`config.mk`:
```
export PLATFORM = sky130hd
export DESIGN_NAME = stage12_fifo_ctrl
export DESIGN_NICKNAME = d
export VERILOG_FILES = /design/src/rtl/stage12_fifo_ctrl.sv
export SDC_FILE = /design/constraint.sdc
export NUM_CORES = 1
export LEC_CHECK = 0
export ABC_AREA = 1
export CAP_MARGIN = 30
export CORE_AREA = 10 10 208 210
export DETAILED_ROUTE_END_ITERATION = 8
export DIE_AREA = 0 0 218 220
export PLACE_DENSITY = 0.57
export SLEW_MARGIN = 20
export SYNTH_ARGS = -nofsm -noshare
export SYNTH_HDL_FRONTEND = slang
export SYNTH_SLANG_ARGS = --single-unit
```
`constraint.sdc`:
```
create_clock -name clk -period 3.91 [get_ports clk]
set_input_delay 0.782 -clock clk [delete_from_list [all_inputs] [get_ports clk]]
set_output_delay 0.782 -clock clk [all_outputs]
set_load 0.1 [all_outputs]
```
`src/rtl/stage12_fifo_ctrl.sv`:
```
// Frame-level sequencer for the 12-stage layer-3 weight delay line.
// It accepts a frame of words over valid/ready and writes each accepted word
// into the free-running delay line. On cycles with no accepted word it writes
// a zero bubble. A tag shift register marks which delay-line slots hold real
// words. The controller uses the tags to qualify the delay-line output,
// index it within the frame, and signal end of frame once the line drains.
module stage12_fifo_ctrl #(
  parameter int unsigned DEPTH  = 12,
  parameter int unsigned DATA_W = 128,
  parameter int unsigned CNT_W  = 16
) (
  input  logic              clk,
  input  logic              rst,
  input  logic              start,
  input  logic [CNT_W-1:0]  frame_len,
  input  logic              in_valid,
  input  logic [DATA_W-1:0] in_data,
  output logic              in_ready,
  output logic [DATA_W-1:0] fifo_in,
  input  logic [DATA_W-1:0] fifo_out,
  output logic              out_valid,
  output logic [DATA_W-1:0] out_data,
  output logic [CNT_W-1:0]  out_idx,
  output logic              busy,
  output logic              done
);

  typedef enum logic [1:0] {
    S_IDLE  = 2'd0,
    S_RUN   = 2'd1,
    S_DRAIN = 2'd2,
    S_DONE  = 2'd3
  } state_t;

  state_t             state;
  state_t             state_nxt;
  logic [DEPTH-1:0]   tag;
  logic [CNT_W-1:0]   acc_cnt;
  logic [CNT_W-1:0]   out_cnt;
  logic [CNT_W-1:0]   len_q;
  logic [CNT_W-1:0]   len_m1;
  logic               push;
  logic               start_acc;

  assign len_m1 = len_q - CNT_W'(1);

  // Handshake, delay-line write data and output qualification.
  always_comb begin
    in_ready  = (state == S_RUN) && (acc_cnt < len_q);
    push      = in_valid && in_ready;
    fifo_in   = push ? in_data : '0;
    out_valid = tag[DEPTH-1];
    out_data  = fifo_out;
    out_idx   = out_cnt;
    busy      = (state != S_IDLE);
    done      = (state == S_DONE);
    start_acc = (state == S_IDLE) && start;
  end

  // Next-state logic for the frame sequencer.
  always_comb begin
    state_nxt = state;
    unique case (state)
      S_IDLE: begin
        if (start) begin
          state_nxt = (frame_len == '0) ? S_DONE : S_RUN;
        end
      end
      S_RUN: begin
        if (push && (acc_cnt == len_m1)) begin
          state_nxt = S_DRAIN;
        end
      end
      S_DRAIN: begin
        if (out_valid && (out_cnt == len_m1)) begin
          state_nxt = S_DONE;
        end
      end
      S_DONE: begin
        state_nxt = S_IDLE;
      end
      default: state_nxt = S_IDLE;
    endcase
  end

  // State register.
  always_ff @(posedge clk or posedge rst) begin
    if (rst) begin
      state <= S_IDLE;
    end else begin
      state <= state_nxt;
    end
  end

  // Tag register shifts in lockstep with the delay line; it is 1 where a real word sits.
  always_ff @(posedge clk or posedge rst) begin
    if (rst) begin
      tag <= '0;
    end else begin
      tag <= {tag[DEPTH-2:0], push};
    end
  end

  // Frame length latch and the accept/emit counters. Both counters restart on an accepted start.
  always_ff @(posedge clk or posedge rst) begin
    if (rst) begin
      len_q   <= '0;
      acc_cnt <= '0;
      out_cnt <= '0;
    end else if (start_acc) begin
      len_q   <= frame_len;
      acc_cnt <= '0;
      out_cnt <= '0;
    end else begin
      if (push) begin
        acc_cnt <= acc_cnt + CNT_W'(1);
      end
      if (out_valid) begin
        out_cnt <= out_cnt + CNT_W'(1);
      end
    end
  end

endmodule
```
# Yosys cells after proc, flatten, opt, wreduce, memory -nomap -nowiden
# Cells that the tools add are included.
# word_totals
register_bits	62
mem_count	0
ramBits	0
latch_bits	0
romBits	0
out_inout_bits	276
# op_classes
n_mul	0
n_bitwise	0
n_eq_ne	8
div_mod_pow	0
mux	10
addsub	3
shift	0
magnitude_cmp	1
reduce_logical	11
# ops
op	count
$mux W128	1
$mux W16	4
$add A16 B1 Y16 const B	2
$eq A16 B16 Y1	2
$logic_not A16 Y1	1
$lt A16 B16 Y1	1
$sub A16 B1 Y16 const B	1
$mux W2	4
$pmux W2 S4	1
$reduce_bool A2 Y1	3
$logic_and A1 B1 Y1	5
$eq A2 B2 Y1 const B	2
$ne A2 B2 Y1 const B	2
$reduce_and A3 Y1	1
$eq A2 B1 Y1 const B	1
$logic_not A2 Y1	1
$ne A2 B1 Y1 const B	1

# Logic depth before layout (Yosys ltp)
# Gate-level depths: netlist (run 1).
# logic_depth
word_depth	6
ltp_mapped	17
ltp_nobuf	16

# Worst setup path after synthesis (run 1)
# Ideal clock, no wire load.
# synth_timing
path_type	flip-flop to output port
startpoint	reg len_q[3]
endpoint	out fifo_in[117]
path_stages_with_launch	11
t_arrival_ns	3.107
path_slack_ns	0.021
required_time_ns	3.128
path_buffers	2
path_cell_list	dfrtp_1 inv_1 ha_1 a21oi_1 o21a_1 o21ai_0 nand2_1 nand3_1 buf_2 buf_2 nor2_1
# synth_between
elab_chain_len	4
# synth_lines
element	line_no	source
start: declaration	40	logic [CNT_W-1:0] len_q;
start signal: assignment	111	len_q <= frame_len;
$lt A16 B16 Y1	49	in_ready = (state == S_RUN) && (acc_cnt < len_q);
$logic_and A1 B1 Y1	49	
$logic_and A1 B1 Y1	50	push = in_valid && in_ready;
$mux W128	51	fifo_in = push ? in_data : '0;
end: declaration	19	output logic [DATA_W-1:0] fifo_in,
# Every way passes these cells.

# Worst setup path after layout (run 1)
# layout_timing
startpoint	reg len_q[7]
endpoint	out fifo_in[58]
# The elaborated chain is that of the path after synthesis.

==> results.json, run 1 <==
{
  "clkTransAtPathRegs_ns": 0.06,
  "drv_cap": 0,
  "hold_class": "register to register",
  "fin_area_sq_um": 10470,
  "floorplan.initialDensity": 0.1592,
  "finalSetupViolations": 0,
  "crit_type": "register to output port",
  "worstPathRequired_ns": 3.13,
  "slew_headroom": 0.3311,
  "syn_nets": 1300,
  "dp_hpwl_um": 32820,
  "rr_worst_depth": 15,
  "arrival_ns": 2.84,
  "grt_pass1_vias": 6437,
  "rows": 73,
  "vias_per_cell": 3.876,
  "synth_cell_types": 34,
  "period_share": 0.9269,
  "place_area_sq_um": 10160,
  "insertion_delay_ns": 0.34,
  "tightest_slew_ns": 1.000,
  "worstPathMaxFanout": 22,
  "cts_root_buf": "clkbuf_16",
  "grt_max_degree": 70,
  "regArea_sq_um": 1551,
  "ys_ff_latch": 62,
  "crit_family": "buffers and inverters",
  "insertedDiodeCount": 0,
  "finClkSkew_ns": 0.004422,
  "clock_path_buffers": 2,
  "dpl_worst_slack_ns": 0.5550,
  "drtIter0Drc": 477,
  "gp_congestion": 0.9315,
  "grt_first_pass_wirelength_um": 49140,
  "core-area_sq_um": 39280,
  "r2r_slack_ns": 1.15,
  "fp.dieW_um": 218,
  "ys_seq_area_frac": 0.2481,
  "route.detailed.drc": 0,
  "worstSetupEndpointType": "output port",
  "synthesis.area_sq_um": 6253,
  "report.final.slew_viol_count": 0,
  "cts_max_level": 3,
  "path_buf_inv": 3,
  "cellPowerDensity_nw_per_um2": 622.2,
  "drive_gt1_frac": 0.1638,
  "antenna_found_initial": 1,
  "grt_overflow": 0,
  "finalHoldViolations": 0,
  "fillers": 4225,
  "fin_hold_ws_ns": 0.3464,
  "worstSetupStartpointType": "register",
  "period_needed_ns": 3.624,
  "fp.dieH_um": 220,
  "pin_count": 552,
  "crit_slowest_cell": "dfrtp_1",
  "p_leak_nw": 4.952,
  "numCtsBuffers": 9,
  "rsz0062_at_grt": "false",
  "crit_cells": 10,
  "final_antenna_net_count": 0,
  "grt_usage": 0.1439,
  "worst_ir_drop_vdd_v": 0.0003167,
  "synthCells": 1000,
  "numPortBuffers": 295,
  "dieArea_sq_um": 47960,
  "status": "complete, no violations",
  "worst_hold_path.num_cells": 0,
  "yosysWarnings": 0,
  "nNetsFinal": 1461,
  "syn-mean-instance-area_sq_um": 6.253,
  "multi_input_comb_area_sq_um": 2863,
  "num_vias": 6554,
  "cts_tree": "yes",
  "setup_ws_ns": 0.2859,
  "max_stage_delay_ns": 0.49,
  "wire_per_inst_um": 21.78,
  "tns_ns": 0,
  "clock_sinks": 62,
  "crit_chain": "inv_1, ha_1, a21oi_1, o21a_1, o21ai_0, nand2_1, nand3_4, buf_4, nor2_1, buf_12",
  "wl_um": 36830,
  "syn2layout_area_growth_pct": 67.39,
  "max_freq_mhz": 275.9,
  "first_pass_iters": 5
}
==> metal layers <==
metal	share of wire	routed length (um)	track usage	vias to the layer above
met3	0.23	8551	0.1497	57
met4	0.035	1289	0.05855	4
met1	0.30	11170	0.1278	2887
met2	0.42	15630	0.2089	368
met5	0.0053	195	0.03018	-
li1	-	-	-	3238
==> synthesized netlist by cell type <==
cell       instances  area, sq um
nand2_1          144        540.5
and2_1             1        6.260
nor3_2             2        20.02
nor2_8             2        40.04
buf_4            128        960.9
ha_1              24        300.3
nand3b_1           2        15.01
clkbuf_1           8        30.03
nor3b_2            1        12.51
nor4_1             3        18.77
nor3_1            15        75.07
a21oi_2            1        8.760
nand2_2            9        56.30
a31oi_1            3        18.77
nand3_1           89        445.4
clkbuf_2           1        5.000
xor2_1             2        17.52
o21a_1             4        30.03
nand4_1           11        68.82
o2111ai_1          1        8.760
nor2_2             7        43.79
a21oi_1           25        125.1
inv_2              3        11.26
or2_2              2        12.51
nand2_4            2        22.52
inv_1            205        769.5
nor2_1           179        671.9
nand3_2            2        20.02
dfrtp_1           62         1551
nor2_4             4        45.04
buf_2             15        75.07
o21ai_0           41        205.2
nor4_2             1        12.51
xnor2_1            1        8.760
==> state kept, by name, summed over array words and instances (netlist names) <==
signal and flops:
acc_cnt 16, len_q 16, out_idx 16, state 2, tag 12
==> final cells by class <==
cell class | instances | area share
Sequential cell | 62 | 0.1482
Tap cell | 525 | 0.06275
Multi-Input combinational cell | 578 | 0.2735
Clock buffer | 9 | 0.02152
Inverter | 208 | 0.07459
Timing Repair Buffer | 302 | 0.4118
Clock inverter | 7 | 0.007650
==> kinds of logic (layout without fill, tap and decap cells) <==
logic type,count (synthesis),in the layout,share of synthesized area
flops,62,62,0.2481
xor+xnor,3,3,0.004202
compound gates,75,75,0.06343
fa+ha+maj,24,24,0.04802
simple gates,476,476,0.3401
buf+inv,360,526,0.2961
==> where the power goes <==
group          switching (mW)  internal [mW]  leakage (nW)  total [mW]
clock                   0.327          0.501         0.143       0.827
sequential              0.206          0.789         0.827       0.995
combinational            3.21           1.48          3.98        4.69
total                    3.74           2.77          4.95        6.51
==> metrics by stage <==
stage	utilization	total power, mW	std cells
2_1_floorplan	-	4.653	1000
3_3_place_gp	0.2581	5.671	1674
3_5_place_dp	0.2586	5.703	1675
4_1_cts	0.2664	6.555	1691
5_1_grt	0.2665	6.872	1691
6_report	0.2665	6.513	1691
==> cells in the final DEF, fill, tap and decap left out, types with 3 or more instances in the layout <==
cell             synthesis  final
a21oi_1                 25     25
a31oi_1                  3      3
buf_12                   0    130
buf_4                  128      6
clkbuf_16                0      9
clkdlybuf4s50_1          0    165
dfrtp_1                 62     62
ha_1                    24     24
inv_1                  205    204
inv_2                    3      4
inv_6                    0      3
nand2_1                144    144
nand2_2                  9      9
nand3_1                 89     88
nand4_1                 11     11
nor2_1                 179    179
nor2_2                   7      7
nor2_4                   4      4
nor3_1                  15     15
nor4_1                   3      3
o21a_1                   4      4
o21ai_0                 41     41
==> repair_timing <==
item                                    4_1_cts  5_1_grt
hold buffers                                  0        0
buffers inserted                              0        0
endpoints found under the setup margin        0       28
gates resized for setup                       0        1
==> path summary, 6_finish.rpt <==
kind                                    end      from
min in group asynchronous          len_q[1]       rst
worst min-delay path                 tag[7]    tag[6]
worst max-delay path            fifo_in[58]  len_q[7]
worst min register to register       tag[7]    tag[6]
max in group asynchronous          len_q[9]       rst
worst max register to register     state[1]  len_q[0]
(Power assumes the default switching activity.)
==> run 2, diff against run 1 <==
- ABC_AREA: 1 -> 0
- CORE_AREA: 10 10 208 210 -> 10 10 205 207
- CTS_CLUSTER_DIAMETER: not set -> 80
- DIE_AREA: 0 0 218 220 -> 0 0 215 217
- PLACE_DENSITY: 0.57 -> 0.56
- TNS_END_PERCENT: not set -> 30
==> results.json, run 2 <==
{
  "insertion_delay_ns": 0.34,
  "numPortBuffers": 295,
  "first_pass_iters": 5,
  "worstSetupStartpointType": "register",
  "grt_first_pass_wirelength_um": 55020,
  "setup_ws_ns": 0.2332,
  "clock_path_buffers": 2,
  "cellPowerDensity_nw_per_um2": 644.0,
  "max_stage_delay_ns": 0.44,
  "critPathLaunch": "len_q[10]",
  "fin_hold_ws_ns": 0.3459,
  "num_vias": 5421,
  "route.detailed.drc": 0,
  "final_antenna_net_count": 0,
  "crit_type": "register to output port",
  "p_clk_frac": 0.126,
  "syn_nets": 996,
  "worstPathRequired_ns": 3.13,
  "wl_um": 42060,
  "worstSetupEndpointType": "output port",
  "grt_use_met2": 0.2968,
  "cts_setup_buffers": 0,
  "grt_max_degree": 138,
  "synthesis.area_sq_um": 5748,
  "slew_headroom": 0.3383,
  "cts_max_level": 3,
  "combPwrFrac": 0.718,
  "core-area_sq_um": 38110,
  "synthFlopType": "dfrtp_1",
  "holdCritStartpoint": "tag[8]",
  "synthCells": 696,
  "crit_family": "compound AO/OA/AOI/OAI gates",
  "grt_util_met3": 0.1201,
  "cts_hold_buf": 0,
  "nNetsFinal": 1147,
  "grt.busiest_layer": "met2",
  "worst_hold_path.num_cells": 0,
  "status": "complete, no violations",
  "finalSetupViolations": 0,
  "rr_worst_depth": 10,
  "fp.dieW_um": 215,
  "syn2layout_area_growth_pct": 73.23,
  "tns_ns": 0,
  "layout_commonest_cell": "clkdlybuf4s50_1",
  "max_freq_mhz": 272.0,
  "period_share": 0.9404,
  "fp.dieH_um": 217,
  "dpl_worst_slack_ns": 0.4725,
  "drtIter0Drc": 203,
  "report.final.slew_viol_count": 0,
  "rows": 72,
  "fillers": 4018,
  "dieArea_sq_um": 46660,
  "use_met1": 0.1689,
  "drive_gt1_frac": 0.1972,
  "vias_per_cell": 3.937,
  "crit_chain": "inv_1, ha_1, a21o_1, a211oi_1, a211o_1, and4_4, buf_16, and2_1, buf_12",
  "numCtsBuffers": 9,
  "hold_class": "register to register",
  "multi_input_comb_area_sq_um": 2992,
  "finClkSkew_ns": 0.004644,
  "worst_ir_drop_vdd_v": 0.0002559,
  "clock_sinks": 62,
  "regArea_sq_um": 1551,
  "finalHoldViolations": 0,
  "path_buf_inv": 3,
  "cts_resized": 0,
  "synth_cell_types": 48,
  "synthArstFlopShare": 1.000,
  "r2r_slack_ns": 0.57,
  "yosysMostFrequentCell": "buf_4",
  "crit_slowest_cell": "dfrtp_1",
  "rr_startpoint": "len_q[0]",
  "switching_share": 0.5474,
  "ys_ff_latch": 62,
  "floorplan.initialDensity": 0.1508,
  "tightest_slew_ns": 0.9894,
  "cts_root_buf": "clkbuf_16",
  "rsz0062_at_grt": "false",
  "synthTopCellsByCount": "buf_4, and2_1, dfrtp_1",
  "grt_usage": 0.1737,
  "clkTransAtPathRegs_ns": 0.05,
  "synth_edf_count": 0,
  "arrival_ns": 2.89,
  "pwr-share-seq": 0.157,
  "gp_congestion": 0.8493,
  "power.internal_mw": 2.902,
  "wire_per_inst_um": 30.55,
  "period_needed_ns": 3.677,
  "pin_count": 552,
  "syn-mean-instance-area_sq_um": 8.259,
  "switchingPower_mw": 3.510,
  "yosys-top-cells-area": "dfrtp_1, buf_4, and2_1",
  "synth_top_area_cell": "dfrtp_1",
  "ys_seq_area_frac": 0.2699,
  "p_leak_nw": 3.992,
  "r2r-end": "state[1]",
  "grt_overflow": 0,
  "final_cell_mix": "clkdlybuf4s50_1, and2_1, buf_12, dfrtp_1, xnor2_1",
  "grt_pass1_vias": 5780,
  "yosysWarnings": 0,
  "cts_tree": "yes",
  "power_mw": 6.413,
  "antenna_found_initial": 18,
  "dp_hpwl_um": 37180,
  "worstPathMaxFanout": 69,
  "synth.top_cell.area_share": 0.2699,
  "hold_end": "tag[9]",
  "drv_cap": 0,
  "crit_cells": 9
}
run 2: changes by cell type after synthesis, moves of 13 or more:
| cell | delta |
|---|---|
| and2_1 | +129 |
| buf_2 | -13 |
| clkbuf_1 | +21 |
| inv_1 | -177 |
| nand2_1 | -112 |
| nand3_1 | -75 |
| nor2_1 | -142 |
| xnor2_1 | +38 |
| xor2_1 | +23 |
run 2: metrics by stage:
step,instances,utilization,area [sq um]
after floorplan,696,-,5748
after global placement,1352,0.2514,9580
after detailed placement,1353,0.2519,9600
after CTS,1369,0.2600,9907
after global routing,1371,0.2609,9942
final,1377,0.2613,9957
run 2: worst max path at each step:
stage,to,slack [ns]
2_1_floorplan,fifo_in[100],0.09
3_3_place_gp,fifo_in[45],0.52
3_5_place_dp,fifo_in[57],0.47
4_1_cts,fifo_in[45],0.10
5_1_grt,fifo_in[45],0.04
6_report,fifo_in[57],0.23
run 2: kinds of logic after synthesis:
logic type                 Yosys count  synth area share
AOI/OAI and AO/OA                   71           0.07619
muxes                                4          0.006966
DFF                                 62            0.2699
adders and majority gates           24           0.05224
and+or+nand+nor                    279            0.2819
xor gates and xnor gates            65            0.1014
buffers and inverters              191            0.2114
run 2: cell type report:
cell class	instances	share of cell area
Multi-Input combinational cell	443	0.3005
Clock inverter	2	0.001257
Sequential cell	62	0.1558
Tap cell	518	0.06509
Inverter	28	0.01056
Clock buffer	14	0.02953
Timing Repair Buffer	303	0.4355
Antenna cell	7	0.001759
run 2: layer usage:
metal	part of all wire	vias up
li1	-	2470
met1	0.34	2520
met2	0.49	366
met3	0.15	63
met4	0.025	2
met5	0.0024	-
run 2: power by group through the flow:
stage          clock network, mW  registers [mW]  logic (mW)
6_report                   0.805            1.00        4.60
5_1_grt                    0.853            1.03        4.84
4_1_cts                    0.822            1.00        4.60
3_5_place_dp                   0            1.02        4.58
3_3_place_gp                   0            1.01        4.56
2_1_floorplan                  0            1.02        3.52
